## config.mk

```make
export PLATFORM = sky130hd
export DESIGN_NAME = ship_placement
export DESIGN_NICKNAME = d
export VERILOG_FILES = /design/src/rtl/battleship_pkg.sv /design/src/rtl/ship_placement_btn_edge.sv /design/src/rtl/ship_placement.sv
export SDC_FILE = /design/constraint.sdc
export NUM_CORES = 1
export LEC_CHECK = 0
export CAP_MARGIN = 20
export CORE_ASPECT_RATIO = 1.1
export CORE_MARGIN = 4
export CORE_UTILIZATION = 51
export DETAILED_ROUTE_END_ITERATION = 7
export PLACE_DENSITY = 0.8
export SETUP_SLACK_MARGIN = 0.2
export SYNTH_ARGS = -nofsm -noshare
export SYNTH_HDL_FRONTEND = slang
export SYNTH_SLANG_ARGS = --single-unit
```

## constraint.sdc

```tcl
create_clock -name clk -period 3.8 [get_ports clk]
set_clock_uncertainty 0.2 [all_clocks]
set_input_delay 0.76 -clock clk [delete_from_list [all_inputs] [get_ports clk]]
set_output_delay 0.76 -clock clk [all_outputs]
set_load 0.1 [all_outputs]
```

## src/rtl/battleship_pkg.sv

```systemverilog
// Shared board geometry, placement FSM states and cell indexing for the Battleship controller.
// No logic of its own; pure types and constants.
// No flow control.
package battleship_pkg;

    localparam int ROWS      = 5;
    localparam int COLS      = 5;
    localparam int MAX_SHIPS = 5;
    localparam int CELLS     = ROWS * COLS;

    typedef logic [CELLS-1:0] board_t;

    typedef enum logic [1:0] {
        IDLE  = 2'd0,
        PLACE = 2'd1,
        DONE  = 2'd2
    } place_state_t;

    // Row-major cell index; 5 bits covers all 25 cells.
    function automatic logic [4:0] cell_idx(input logic [2:0] row, input logic [2:0] col);
        return 5'(row) * 5'(COLS) + 5'(col);
    endfunction

endpackage

```

## src/rtl/ship_placement_btn_edge.sv

```systemverilog
// Rising-edge detector for one already-synchronised button.
// Combinational pulse in the cycle the button is first seen high; one history register.
// No flow control; a held button yields a single pulse.
module btn_edge (
    input  logic clk,
    input  logic rst,
    input  logic btn,
    output logic pulse
);

    logic r_btn_q;

    always_ff @(posedge clk) begin
        if (rst) begin
            r_btn_q <= 1'b0;
        end else begin
            r_btn_q <= btn;
        end
    end

    assign pulse = btn & ~r_btn_q;

endmodule

```

## src/rtl/ship_placement.sv

```systemverilog
// Interactive single-cell ship placement on a 5x5 board after the ship count is decided.
// Button edge sampled at a posedge is visible on outputs right after that posedge.
// No flow control; DONE holds the board and flag until rst.
module ship_placement
    import battleship_pkg::*;
(
    input  logic                  clk,
    input  logic                  rst,
    input  logic                  ships_decided,
    input  logic [2:0]            player_amount_ships,
    input  logic                  btn_up,
    input  logic                  btn_down,
    input  logic                  btn_left,
    input  logic                  btn_right,
    input  logic                  btn_place,
    output logic [2:0]            cursor_row,
    output logic [2:0]            cursor_col,
    output logic [ROWS*COLS-1:0]  player_board,
    output logic [2:0]            ships_placed,
    output logic                  placing,
    output logic                  place_error,
    output logic                  placement_done
);

    logic w_up_edge;
    logic w_down_edge;
    logic w_left_edge;
    logic w_right_edge;
    logic w_place_edge;

    btn_edge u_edge_up    (.clk(clk), .rst(rst), .btn(btn_up),    .pulse(w_up_edge));
    btn_edge u_edge_down  (.clk(clk), .rst(rst), .btn(btn_down),  .pulse(w_down_edge));
    btn_edge u_edge_left  (.clk(clk), .rst(rst), .btn(btn_left),  .pulse(w_left_edge));
    btn_edge u_edge_right (.clk(clk), .rst(rst), .btn(btn_right), .pulse(w_right_edge));
    btn_edge u_edge_place (.clk(clk), .rst(rst), .btn(btn_place), .pulse(w_place_edge));

    place_state_t r_state;
    logic [2:0]   r_row;
    logic [2:0]   r_col;
    board_t       r_board;
    logic [2:0]   r_count;
    logic [2:0]   r_target;
    logic         r_err;

    place_state_t w_state_nxt;
    logic [2:0]   w_row_nxt;
    logic [2:0]   w_col_nxt;
    board_t       w_board_nxt;
    logic [2:0]   w_count_nxt;
    logic [2:0]   w_target_nxt;
    logic         w_err_nxt;
    logic [4:0]   w_idx;
    logic [2:0]   w_count_inc;

    assign w_idx       = cell_idx(r_row, r_col);
    assign w_count_inc = r_count + 3'd1;

    always_comb begin
        w_state_nxt  = r_state;
        w_row_nxt    = r_row;
        w_col_nxt    = r_col;
        w_board_nxt  = r_board;
        w_count_nxt  = r_count;
        w_target_nxt = r_target;
        w_err_nxt    = 1'b0;

        case (r_state)
            IDLE: begin
                if (ships_decided && (player_amount_ships != 3'd0)) begin
                    w_target_nxt = (player_amount_ships > 3'(MAX_SHIPS)) ? 3'(MAX_SHIPS)
                                                                          : player_amount_ships;
                    w_row_nxt    = 3'd0;
                    w_col_nxt    = 3'd0;
                    w_board_nxt  = '0;
                    w_count_nxt  = 3'd0;
                    w_state_nxt  = PLACE;
                end
            end

            PLACE: begin
                // Placement looks at the pre-move cursor; a same-cycle move still applies.
                if (w_place_edge) begin
                    if (r_board[w_idx]) begin
                        w_err_nxt = 1'b1;
                    end else begin
                        w_board_nxt[w_idx] = 1'b1;
                        w_count_nxt        = w_count_inc;
                        if (w_count_inc == r_target) begin
                            w_state_nxt = DONE;
                        end
                    end
                end

                if (w_up_edge) begin
                    if (r_row != 3'd0) w_row_nxt = r_row - 3'd1;
                end else if (w_down_edge) begin
                    if (r_row != 3'(ROWS-1)) w_row_nxt = r_row + 3'd1;
                end else if (w_left_edge) begin
                    if (r_col != 3'd0) w_col_nxt = r_col - 3'd1;
                end else if (w_right_edge) begin
                    if (r_col != 3'(COLS-1)) w_col_nxt = r_col + 3'd1;
                end
            end

            DONE: begin
            end

            default: begin
                w_state_nxt = IDLE;
            end
        endcase
    end

    always_ff @(posedge clk) begin
        if (rst) begin
            r_state  <= IDLE;
            r_row    <= 3'd0;
            r_col    <= 3'd0;
            r_board  <= '0;
            r_count  <= 3'd0;
            r_target <= 3'd0;
            r_err    <= 1'b0;
        end else begin
            r_state  <= w_state_nxt;
            r_row    <= w_row_nxt;
            r_col    <= w_col_nxt;
            r_board  <= w_board_nxt;
            r_count  <= w_count_nxt;
            r_target <= w_target_nxt;
            r_err    <= w_err_nxt;
        end
    end

    assign cursor_row     = r_row;
    assign cursor_col     = r_col;
    assign player_board   = r_board;
    assign ships_placed   = r_count;
    assign placing        = (r_state == PLACE);
    assign place_error    = r_err;
    assign placement_done = (r_state == DONE);

endmodule
```

==> summary.md <==
| Metric | Value |
|---|---|
| Total power | `between 1 and 1.5 mW` |
| Final min period | `3.38 ns` |
| Htree depth | `2` |
| Vias per cell | `about 5.7` |
| Least-Margin Pin Slew | `~0.99 ns` |
| Most common cell after layout, fill and taps aside | `clkdlybuf4s50_1` |
| Root buffer cell | `clkbuf_8` |
| DR vias | `2067` |
| Synth unique cells | `49` |
| Crit path kind | `register to register` |
| Rel. slew slack | `0.336` |
| Min-delay worst type | `register to register` |
| Max Freq | `slightly below 300 MHz` |
| Sequential area share after synthesis | `0.385` |
| Synth warn | `0` |
| Crit start category | `register` |
| Leakage | `1.12 nW` |
| Total Routed Length | `5.64 mm` |
| #FFs+latches synth | `45` |
| CTS sink cnt | `45` |
| Placed Cells | `around 350` |
| Initial Utilization | `0.535` |
| Routed Antenna Nets | `0` |
| Post-Place Worst Slack | `between 0.3 and 0.4 ns` |
| Clock tree from TritonCTS | `built` |
| Finished Layout Cells | `360` |
| Cell Area, Synth | `0.00234 mm^2` |
| Syn nets | `between 200 and 300` |
| Std-Cell Rows | `25` |
| Die height | `around 80 um` |
| Max Root-Sink Buffers | `2` |
| Io pins | `48` |
| Crit share post-route | `0.889` |
| Routability congestion estimate | `roughly 0.86` |
| Worst VDD drop | `0.275 mV` |
| Worst-Skew Late Latency | `~0.29 ns` |
| Unrepaired setup endpoints after global routing | `false` |
| Largest net degree at the start of global routing | `28` |
| DP Wirelength | `4.24 mm` |
| Max FO, Critical Path | `12` |
| Synth async-reset ratio | `0` |
| Area grow syn2layout | `27.6%` |
| TritonCTS Buffers | `5` |
| Arrival time worst endpoint | `3.40 ns` |
| Drt drc | `0` |
| Max-cap violation count | `0` |
| First-pass GRT wire length | `about 10 mm` |
| Antenna violations before repair | `0` |
| Grt ovf | `0` |
| Post-Syn Instances | `257` |
| Nature of the critical path endpoint | `register` |
| Status | `finished clean` |
| All-Layer GR Usage | `0.214` |
| Core area | `about 0.0044 mm^2` |
| Syn_area_per_cell | `9.11 um^2` |
| Clk slew on worst S/H paths | `about 0.090 ns` |
| Post-CTS Setup Bufs | `0` |
| WHS Path Cells | `2` |
| Setup TNS | `0 ns` |
| Worst-case reg-to-reg path depth | `8` |
| Number of port buffers | `47` |
| DR WL/cell | `15.7 um` |
| Critical Path RT | `3.82 ns` |
| Nets | `~330` |
| Fin. Hold Viols | `0` |
| Hold_buf cts | `0` |
| Final WS setup | `0.422 ns` |
| # setup viols final | `0` |
| Primary FF master, synth | `dfxtp_1` |
| Commonest non-fill, non-tap cells in the layout | `clkdlybuf4s50_1, dfxtp_1, nand2_1` |
| Die area | `roughly 0.0057 mm^2` |
| N_diodes | `0` |
| DR iter-0 viols | `122` |
| PwrDens | `369 mW/mm^2` |
| Number of flops mapped to enable cells by yosys | `0` |
| Hold WS | `0.282 ns` |
| Drt first pass iters | `4` |
| Max Slew Vio Count | `0` |
| Vias in the first global route | `2063` |
| Layout cells sized above 1 | `0.124` |
| Die width | `between 70 and 80 um` |
where the power goes:
part,internal [mW],switching [mW],total (mW)
clock network,0.128,0.165,0.292
logic,0.103,0.204,0.307
registers,0.486,0.0178,0.504
total,0.717,0.387,1.10
area by class of cell:
class,count,area (um^2)
Multi-Input combinational cell,196,1400
Fill cell,385,1390
Sequential cell,45,918
Timing Repair Buffer,51,495
Clock buffer,5,68.8
Tap cell,54,67.6
Inverter,6,22.5
Clock inverter,3,16.3
through the flow:
step	utilization	cell area, um^2
6_report	0.683	2990
5_1_grt	0.683	2990
4_1_cts	0.679	2970
3_5_place_dp	0.660	2890
3_3_place_gp	0.660	2890
2_1_floorplan	-	2370
registers in the layout, indices dropped and copies added (netlist names):
register	flops
u_edge_place.r_btn_q	1
r_state	2
u_edge_right.r_btn_q	1
u_edge_up.r_btn_q	1
ships_placed	3
cursor_col	3
player_board	25
u_edge_left.r_btn_q	1
r_target	3
u_edge_down.r_btn_q	1
place_error	1
cursor_row	3
synth_stat cells (all sizes together) (8+ instances only):
master / instances / share of area
a21oi: 13 / 0.029
dfxtp: 45 / 0.38
ha: 9 / 0.048
nand2: 28 / 0.045
nand2b: 8 / 0.021
nor2: 21 / 0.034
nor2b: 11 / 0.029
o21ai: 20 / 0.043
xnor2: 9 / 0.034
critical path, cell delays in order, from the launching register on:
cell and delay, ns:
dfxtp_4 0.39, ha_4 0.23, ha_1 0.31, fa_2 0.61, a2111oi_4 0.38, nor4_1 0.13, or4_4 0.54, or3_1 0.35
a31oi_1 0.15
layer usage:
metal,share of wire,wire [um],vias to the layer above,global-route usage
met1,0.44,2480,969,0.275
met3,0.050,283,7,0.0392
met4,0.015,85,0,0.0701
met5,0,0,-,0
met2,0.49,2790,67,0.360
li1,-,-,1024,-
kinds of logic after synthesis:
| kind of cell | share of synthesized area |
|---|---|
| flops | 0.385 |
| simple gates | 0.228 |
| buf+inv | 0.0310 |
| xor+xnor | 0.0518 |
| compound gates | 0.168 |
| fa+ha+maj | 0.0737 |
| mux | 0.0630 |
what timing repair did:
action,4_1_cts,5_1_grt
endpoints found under the hold margin,0,0
gates resized for setup,0,2
endpoints found under the setup margin,0,2
worst paths after layout:
check	from	to	slack, ns
worst min register to register	r_target[1]	r_target[1]	0.28
worst max register to register	cursor_row[0]	ships_placed[2]	0.42
worst max-delay path	cursor_row[0]	ships_placed[2]	0.42
worst min-delay path	r_target[1]	r_target[1]	0.28
Note: power is estimated with default switching activity, not from simulation.
